--- src/rtl/alu_exec_seq_if.sv ---
// Request / ALU / response bundle for the alu_exec_seq execute sequencer.
// RSP_MISALIGN exists only when ALU_EXEC_SEQ_MISALIGN_EN is defined.
interface alu_exec_seq_if #(
    parameter int unsigned XLEN = 32
);
    logic            REQ_VALID;
    logic            REQ_READY;
    logic [1:0]      REQ_KIND;
    logic [3:0]      REQ_CTRL;
    logic [2:0]      REQ_COND;
    logic [XLEN-1:0] REQ_A;
    logic [XLEN-1:0] REQ_B;
    logic [XLEN-1:0] REQ_PC;
    logic [XLEN-1:0] REQ_IMM;
    logic [XLEN-1:0] ALU_A;
    logic [XLEN-1:0] ALU_B;
    logic [3:0]      ALU_CTRL;
    logic [XLEN-1:0] ALU_OUT;
    logic            RSP_VALID;
    logic            RSP_READY;
    logic [XLEN-1:0] RSP_RESULT;
    logic            RSP_TAKEN;
    logic [XLEN-1:0] RSP_TARGET;
`ifdef ALU_EXEC_SEQ_MISALIGN_EN
    logic            RSP_MISALIGN;
`endif

    modport master (
        output REQ_VALID, REQ_KIND, REQ_CTRL, REQ_COND, REQ_A, REQ_B, REQ_PC, REQ_IMM,
        input  REQ_READY,
        input  ALU_A, ALU_B, ALU_CTRL,
        output ALU_OUT,
        input  RSP_VALID, RSP_RESULT, RSP_TAKEN, RSP_TARGET,
`ifdef ALU_EXEC_SEQ_MISALIGN_EN
        input  RSP_MISALIGN,
`endif
        output RSP_READY
    );

    modport slave (
        input  REQ_VALID, REQ_KIND, REQ_CTRL, REQ_COND, REQ_A, REQ_B, REQ_PC, REQ_IMM,
        output REQ_READY,
        output ALU_A, ALU_B, ALU_CTRL,
        input  ALU_OUT,
        output RSP_VALID, RSP_RESULT, RSP_TAKEN, RSP_TARGET,
`ifdef ALU_EXEC_SEQ_MISALIGN_EN
        output RSP_MISALIGN,
`endif
        input  RSP_READY
    );
endinterface

--- src/rtl/alu_exec_seq.sv ---
// Multi-cycle execute sequencer sharing one external ALU for ALU ops, branches and JAL.
// Optional misaligned-target flag enabled by defining ALU_EXEC_SEQ_MISALIGN_EN.
module alu_exec_seq #(
    parameter int unsigned     XLEN     = 32,
    parameter logic [XLEN-1:0] LINK_INC = XLEN'(4)
) (
    input  logic          CLK,
    input  logic          RST_N,
    alu_exec_seq_if.slave bus
);
    typedef enum logic [2:0] {S_IDLE, S_OP, S_CMP, S_TGT, S_LINK, S_DONE} state_e;

    localparam logic [3:0] OP_ADD  = 4'b0000;
    localparam logic [3:0] OP_SUB  = 4'b0001;
    localparam logic [3:0] OP_SLL  = 4'b0010;
    localparam logic [3:0] OP_SRA  = 4'b0100;
    localparam logic [3:0] OP_SLT  = 4'b1000;
    localparam logic [3:0] OP_SLTU = 4'b1001;

    state_e          state_q, state_d;
    logic [1:0]      kind_q, kind_d;
    logic [3:0]      ctrl_q, ctrl_d;
    logic [2:0]      cond_q, cond_d;
    logic [XLEN-1:0] a_q, a_d, b_q, b_d, pc_q, pc_d, imm_q, imm_d;
    logic            valid_q, valid_d, taken_q, taken_d, mis_q, mis_d;
    logic [XLEN-1:0] result_q, result_d, target_q, target_d;
    logic            op_legal, op_shift;

    assign op_legal = (ctrl_q <= OP_SLTU);
    assign op_shift = (ctrl_q >= OP_SLL) && (ctrl_q <= OP_SRA);

    always_comb begin
        state_d      = state_q;
        kind_d       = kind_q;
        ctrl_d       = ctrl_q;
        cond_d       = cond_q;
        a_d          = a_q;
        b_d          = b_q;
        pc_d         = pc_q;
        imm_d        = imm_q;
        valid_d      = valid_q;
        taken_d      = taken_q;
        result_d     = result_q;
        target_d     = target_q;
        mis_d        = mis_q;
        bus.ALU_A    = '0;
        bus.ALU_B    = '0;
        bus.ALU_CTRL = OP_ADD;
        unique case (state_q)
            S_IDLE: begin
                if (bus.REQ_VALID) begin
                    kind_d   = bus.REQ_KIND;
                    ctrl_d   = bus.REQ_CTRL;
                    cond_d   = bus.REQ_COND;
                    a_d      = bus.REQ_A;
                    b_d      = bus.REQ_B;
                    pc_d     = bus.REQ_PC;
                    imm_d    = bus.REQ_IMM;
                    taken_d  = 1'b0;
                    result_d = '0;
                    target_d = '0;
                    mis_d    = 1'b0;
                    unique case (bus.REQ_KIND)
                        2'b01:   state_d = S_CMP;
                        2'b10:   state_d = S_TGT;
                        default: state_d = S_OP;
                    endcase
                end
            end
            S_OP: begin
                // Undefined opcodes run a harmless ADD but report a zero result.
                bus.ALU_CTRL = op_legal ? ctrl_q : OP_ADD;
                bus.ALU_A    = a_q;
                bus.ALU_B    = op_shift ? {{(XLEN-5){1'b0}}, b_q[4:0]} : b_q;
                result_d     = op_legal ? bus.ALU_OUT : '0;
                valid_d      = 1'b1;
                state_d      = S_DONE;
            end
            S_CMP: begin
                bus.ALU_A    = a_q;
                bus.ALU_B    = b_q;
                bus.ALU_CTRL = !cond_q[2] ? OP_SUB : (cond_q[1] ? OP_SLTU : OP_SLT);
                unique case (cond_q)
                    3'b000:        taken_d = (bus.ALU_OUT == '0);
                    3'b001:        taken_d = (bus.ALU_OUT != '0);
                    3'b100, 3'b110: taken_d = bus.ALU_OUT[0];
                    3'b101, 3'b111: taken_d = !bus.ALU_OUT[0];
                    default:       taken_d = 1'b0;
                endcase
                state_d = S_TGT;
            end
            S_TGT: begin
                bus.ALU_B = imm_q;
                if (kind_q == 2'b10) begin
                    bus.ALU_A = a_q;
                    target_d  = bus.ALU_OUT & {{(XLEN-1){1'b1}}, 1'b0};
                    taken_d   = 1'b1;
                    state_d   = S_LINK;
                end else begin
                    bus.ALU_A = pc_q;
                    target_d  = bus.ALU_OUT;
                    valid_d   = 1'b1;
                    state_d   = S_DONE;
                end
            end
            S_LINK: begin
                bus.ALU_A = pc_q;
                bus.ALU_B = LINK_INC;
                result_d  = bus.ALU_OUT;
                valid_d   = 1'b1;
                state_d   = S_DONE;
            end
            S_DONE: begin
                if (bus.RSP_READY) begin
                    valid_d = 1'b0;
                    state_d = S_IDLE;
                end
            end
            default: state_d = S_IDLE;
        endcase
`ifdef ALU_EXEC_SEQ_MISALIGN_EN
        if (state_d == S_DONE && state_q != S_DONE) mis_d = taken_d && (target_d[1:0] != 2'b00);
`else
        mis_d = 1'b0;
`endif
    end

    always_ff @(posedge CLK) begin
        if (!RST_N) begin
            state_q  <= S_IDLE;
            kind_q   <= '0;
            ctrl_q   <= '0;
            cond_q   <= '0;
            a_q      <= '0;
            b_q      <= '0;
            pc_q     <= '0;
            imm_q    <= '0;
            valid_q  <= 1'b0;
            taken_q  <= 1'b0;
            result_q <= '0;
            target_q <= '0;
            mis_q    <= 1'b0;
        end else begin
            state_q  <= state_d;
            kind_q   <= kind_d;
            ctrl_q   <= ctrl_d;
            cond_q   <= cond_d;
            a_q      <= a_d;
            b_q      <= b_d;
            pc_q     <= pc_d;
            imm_q    <= imm_d;
            valid_q  <= valid_d;
            taken_q  <= taken_d;
            result_q <= result_d;
            target_q <= target_d;
            mis_q    <= mis_d;
        end
    end

    assign bus.REQ_READY  = (state_q == S_IDLE);
    assign bus.RSP_VALID  = valid_q;
    assign bus.RSP_RESULT = result_q;
    assign bus.RSP_TAKEN  = taken_q;
    assign bus.RSP_TARGET = target_q;
`ifdef ALU_EXEC_SEQ_MISALIGN_EN
    assign bus.RSP_MISALIGN = mis_q;
`else
    logic unused_mis;
    assign unused_mis = mis_q;
`endif
endmodule

--- src/flat_wrapper.sv ---
// flat-port wrapper written by rule: the top's interface ports become plain ports
module alu_exec_seq_flat 
#(
    parameter int unsigned     XLEN     = 32,
    parameter logic [XLEN-1:0] LINK_INC = XLEN'(4)
)
  (CLK, RST_N, bus_REQ_VALID, bus_REQ_KIND, bus_REQ_CTRL, bus_REQ_COND, bus_REQ_A, bus_REQ_B, bus_REQ_PC, bus_REQ_IMM, bus_REQ_READY, bus_ALU_A, bus_ALU_B, bus_ALU_CTRL, bus_ALU_OUT, bus_RSP_VALID, bus_RSP_RESULT, bus_RSP_TAKEN, bus_RSP_TARGET, bus_RSP_READY);
  alu_exec_seq_if #(.XLEN(XLEN)) bus_i ();
  input  logic CLK;
  input  logic RST_N;
  input wire logic [$bits(bus_i.REQ_VALID)-1:0] bus_REQ_VALID;
  input wire logic [$bits(bus_i.REQ_KIND)-1:0] bus_REQ_KIND;
  input wire logic [$bits(bus_i.REQ_CTRL)-1:0] bus_REQ_CTRL;
  input wire logic [$bits(bus_i.REQ_COND)-1:0] bus_REQ_COND;
  input wire logic [$bits(bus_i.REQ_A)-1:0] bus_REQ_A;
  input wire logic [$bits(bus_i.REQ_B)-1:0] bus_REQ_B;
  input wire logic [$bits(bus_i.REQ_PC)-1:0] bus_REQ_PC;
  input wire logic [$bits(bus_i.REQ_IMM)-1:0] bus_REQ_IMM;
  output wire logic [$bits(bus_i.REQ_READY)-1:0] bus_REQ_READY;
  output wire logic [$bits(bus_i.ALU_A)-1:0] bus_ALU_A;
  output wire logic [$bits(bus_i.ALU_B)-1:0] bus_ALU_B;
  output wire logic [$bits(bus_i.ALU_CTRL)-1:0] bus_ALU_CTRL;
  input wire logic [$bits(bus_i.ALU_OUT)-1:0] bus_ALU_OUT;
  output wire logic [$bits(bus_i.RSP_VALID)-1:0] bus_RSP_VALID;
  output wire logic [$bits(bus_i.RSP_RESULT)-1:0] bus_RSP_RESULT;
  output wire logic [$bits(bus_i.RSP_TAKEN)-1:0] bus_RSP_TAKEN;
  output wire logic [$bits(bus_i.RSP_TARGET)-1:0] bus_RSP_TARGET;
  input wire logic [$bits(bus_i.RSP_READY)-1:0] bus_RSP_READY;
  assign bus_i.REQ_VALID = bus_REQ_VALID;
  assign bus_i.REQ_KIND = bus_REQ_KIND;
  assign bus_i.REQ_CTRL = bus_REQ_CTRL;
  assign bus_i.REQ_COND = bus_REQ_COND;
  assign bus_i.REQ_A = bus_REQ_A;
  assign bus_i.REQ_B = bus_REQ_B;
  assign bus_i.REQ_PC = bus_REQ_PC;
  assign bus_i.REQ_IMM = bus_REQ_IMM;
  assign bus_REQ_READY = bus_i.REQ_READY;
  assign bus_ALU_A = bus_i.ALU_A;
  assign bus_ALU_B = bus_i.ALU_B;
  assign bus_ALU_CTRL = bus_i.ALU_CTRL;
  assign bus_i.ALU_OUT = bus_ALU_OUT;
  assign bus_RSP_VALID = bus_i.RSP_VALID;
  assign bus_RSP_RESULT = bus_i.RSP_RESULT;
  assign bus_RSP_TAKEN = bus_i.RSP_TAKEN;
  assign bus_RSP_TARGET = bus_i.RSP_TARGET;
  assign bus_i.RSP_READY = bus_RSP_READY;
  alu_exec_seq #(.XLEN(XLEN), .LINK_INC(LINK_INC)) u_core (.CLK(CLK), .RST_N(RST_N), .bus(bus_i));
endmodule
--- config.mk ---
export PLATFORM = sky130hd
export DESIGN_NAME = alu_exec_seq_flat
export DESIGN_NICKNAME = d
export VERILOG_FILES = /design/src/rtl/alu_exec_seq_if.sv /design/src/rtl/alu_exec_seq.sv /design/src/flat_wrapper.sv
export SDC_FILE = /design/constraint.sdc
export NUM_CORES = 1
export LEC_CHECK = 0
export CORE_MARGIN = 5
export CORE_UTILIZATION = 45
export DETAILED_ROUTE_END_ITERATION = 16
export GPL_ROUTABILITY_DRIVEN = 0
export PLACE_DENSITY = 0.9
export SLEW_MARGIN = 30
export SYNTH_ARGS = -nofsm -noshare
export SYNTH_HDL_FRONTEND = slang
export SYNTH_SLANG_ARGS = --single-unit
--- constraint.sdc ---
create_clock -name CLK -period 2.1 [get_ports CLK]
set_input_delay 0.315 -clock CLK [delete_from_list [all_inputs] [get_ports CLK]]
set_output_delay 0.315 -clock CLK [all_outputs]
set_load 0.1 [all_outputs]
==> impl_results.md <==
- Clock buffer depth: 3
- Final #Nets: 1487
- Pre-antenna DRT Iters: 5
- Share of post-route cells with drive strength above 1: 0.243
- Max Fclk: 399 MHz
- Req. time, crit path: 1.78 ns
- Core area: 0.0189 sq mm
- Final period util: 1.19
- Area post-placement: 0.0130 sq mm
- Post-CTS Hold Buffers: 0
- Post-Layout Inst Area: 0.0144 sq mm
- Hold Slack: 0.299 ns
- Worst hold path type: primary input to register
- CP startpoint kind: register
- Final worst slack: -0.406 ns
- Synthesized cell area: 0.00869 sq mm
- Post-synthesis cell type count: 40
- Final core occ: 0.762
- Slew headroom: 0.668
- Final Max Slew Viols: 0
- Pre-CTS setup slack: 0.0880 ns
- CTS root buf: clkbuf_16
- Fin. Hold Viols: 0
- CP max stage cell: or3b_1
- Max-Cap Viols: 0
- Final min period: 2.51 ns
- Hold EP: u_core.bus.RSP_VALID
- Global routing usage on met1: 0.324
- Hold Startpoint: RST_N
- Die Ht: 149 um
- Vias per cell: 5.57
- Max FO, Critical Path: 27
- Crit. End Element: output pin
- Seq cells post-synth: 206
- Final antenna-violating net count: 0
- Largest net degree at the start of global routing: 80
- Reg2reg setup slack: 0.10 ns
- Die W: 149 um
- Num ports: 308
- R2R cell count: 6
- Min-Delay Path Depth: 2
- Vias post-DR: 8863
- Syn Area/Cell: 8.53 sq um
- Overflow after GRT: 0
- Pwr/cell area: 849 mW/mm^2
- Global route hottest layer: met2
- Vias in the first global route: 9275
- First-pass GRT wire length: 49600 um
- Final setup viols: 60
- H-tree levels: 1
- Total Wirelength: 31800 um
- Max IR drop VDD: 0.672 mV
- Register area share after synthesis: 0.474
- Die Area: 0.0222 sq mm
- Total track usage: 0.277
- CTS Buf Count: 23
- Gate Count Post-Synth: 1019
- Clock Latency Late Sink: 0.51 ns
- Layout Skew: 0.0200 ns
- Clock sinks: 206
- Leakage power: 5.53 nW
- YS warnings: 0
- DP HPWL: 20500 um
- Crit path arrival time: 2.19 ns
- Status: complete, but fails checks
- Post-Syn Nets: 1193
- Kind of critical path: register to output pin
- Initial antenna violation count: 2
- Clock Pin Slew Worst Setup and Hold Paths: 0.06 ns
- Port Buffers: 307
- DRT iter0 DRCs: 631
- RSZ-0062 raised after global routing: true
- Wirelength per Cell: 20.0 um
- Met3 Resource Use GR: 0.0711
- Area growth syn-to-layout: 65.7%
- Met2 GRT Util: 0.486
- Critical R2R Launch: u_core.state_q[1]
- Starting Density: 0.460
- CTS tree: done
- Crit-path most repeated cell: buf_12
- Capturing point of the worst reg2reg path: u_core.a_q[21]
- Num rows: 50
- Fillers: 1203
- DRC: 0
- Critical Path Max Stage Delay: 0.39 ns
- Worst Tran Pin Value: 0.498 ns
- Cells along the critical path: or3b_1 > a21oi_2 > o21ai_2 > buf_12 > a32o_4 > buf_12
- Failing checks: negative setup slack
==> power breakdown <==
group / total (mW) / internal [mW] / leakage (nW) / switching (mW)
combinational: 3.67 / 1.39 / 3.47 / 2.28
sequential: 4.40 / 4.20 / 1.68 / 0.207
clock: 4.15 / 2.53 / 0.377 / 1.62
total: 12.2 / 8.11 / 5.53 / 4.11
==> how the worst max path moves through the flow <==
stage / startpoint / endpoint / slack (ns) / cells after the start
after floorplan: u_core.state_q[2] / bus_ALU_CTRL[1] / -0.05 / 3
after global placement: bus_ALU_OUT[10] / u_core.bus.RSP_TAKEN / 0.08 / 5
after detailed placement: bus_ALU_OUT[10] / u_core.bus.RSP_TAKEN / 0.09 / 5
after CTS: u_core.ctrl_q[0] / bus_ALU_B[29] / -0.41 / 6
after global routing: u_core.ctrl_q[0] / bus_ALU_B[27] / -0.45 / 6
final: u_core.ctrl_q[0] / bus_ALU_B[27] / -0.41 / 6
==> cell families (layout without fill, tap and decap cells) <==
logic type / after synthesis / count (layout) / synth area share
buffers and inverters: 96 / 405 / 0.0478
adder cells (fa/ha/maj): 1 / 1 / 0.00144
XOR/XNOR: 1 / 1 / 0.00101
AO/OA/AOI/OAI: 288 / 288 / 0.263
multiplexers: 1 / 1 / 0.00130
other: 0 / 2 / 0
AND/OR/NAND/NOR: 426 / 426 / 0.211
flip-flops: 206 / 206 / 0.474
==> routing by layer <==
metal / vias to the layer above / wire (um)
met5: - / 0
met4: 0 / 1110
met3: 85 / 2490
met2: 371 / 15900
met1: 4273 / 12300
li1: 4134 / -
==> cell usage after synthesis <==
library cell	count	area share
o211a_1	1	0.0012
nand2b_1	4	0.0029
a22o_1	32	0.032
dfxtp_1	206	0.47
a2111oi_0	1	0.0010
a32oi_1	33	0.033
a32o_1	27	0.031
nor3b_1	1	0.00086
nor4b_1	3	0.0030
nand3b_1	2	0.0017
o221ai_1	1	0.0010
ha_1	1	0.0014
nand3_1	37	0.021
and4_1	2	0.0020
and2_1	2	0.0014
mux2_2	1	0.0013
buf_2	44	0.025
nor2_1	12	0.0052
a21o_1	1	0.00086
clkinv_1	1	0.00043
nand2_1	314	0.14
a21oi_1	5	0.0029
clkbuf_1	46	0.020
nor2b_1	36	0.026
o21ai_1	1	0.00058
and3_1	1	0.00072
buf_1	1	0.00043
or3b_1	2	0.0020
o31ai_1	1	0.00086
or4b_1	1	0.0012
a22oi_1	5	0.0043
inv_1	4	0.0017
a21boi_1	32	0.028
o311a_1	1	0.0012
xnor2_1	1	0.0010
a211oi_2	1	0.0014
nor4_1	8	0.0058
a21boi_0	138	0.12
o21ai_0	8	0.0046
nor3_2	1	0.0012
==> through the flow <==
step                power [mW]  TNS, ns  std cells
floorplan                 6.50  -0.0932       1019
global placement          7.70        0       1528
detailed placement        7.77        0       1528
CTS                       12.3   -18.46       1588
global route              12.6   -18.70       1590
finish                    12.2   -16.09       1590
==> sequential cells by signal, summed over array words and instances, names as in the netlist <==
name	count
u_core.a_q	32
u_core.b_q	32
u_core.bus.RSP_RESULT	32
u_core.bus.RSP_TARGET	32
u_core.imm_q	32
u_core.pc_q	32
u_core.ctrl_q	4
u_core.cond_q	3
u_core.state_q	3
u_core.kind_q	2
u_core.bus.RSP_TAKEN	1
u_core.bus.RSP_VALID	1
==> critical path: cells and delay by family, from the launching register on <==
kind | cells | cell delay, ns
AOI/OAI and AO/OA | 3 | 0.61
and+or+nand+nor | 1 | 0.39
buffers and inverters | 2 | 0.34
DFF | 1 | 0.33
==> cells in the final DEF (no fill, tap or decap), types with 4 or more instances in the layout <==
cell type	netlist	final
nand2_1	314	311
dfxtp_1	206	201
clkdlybuf4s50_1	0	171
a21boi_0	138	138
buf_4	0	90
buf_12	0	87
nand3_1	37	36
nor2b_1	36	34
a32oi_1	33	33
a21boi_1	32	32
a22o_4	0	32
clkbuf_16	0	23
a32o_2	0	17
a32o_4	0	10
nor4_1	8	8
buf_6	0	8
o21ai_0	8	7
nor2_4	0	6
a22oi_2	0	5
nor2_1	12	4
inv_1	4	4
clkbuf_1	46	4
clkbuf_8	0	4
buf_16	0	4
==> layout make-up <==
type                            instances  area (sq um)  share of cell area
Antenna cell                            2          5.00            0.000348
Clock buffer                           31           646              0.0448
Clock inverter                          9           133             0.00921
Inverter                                5          18.8             0.00130
Multi-Input combinational cell        717          4810               0.334
Sequential cell                       206          4140               0.287
Tap cell                              260           325              0.0226
Timing Repair Buffer                  360          4330               0.301
==> timing repair <==
item                       in CTS  in global routing
cloned                          6                  0
buffers inserted               14                  4
resized for setup              67                 14
pin swaps                      19                 26
setup endpoints to repair      65                 68
Power figures use the tool's default switching activity.
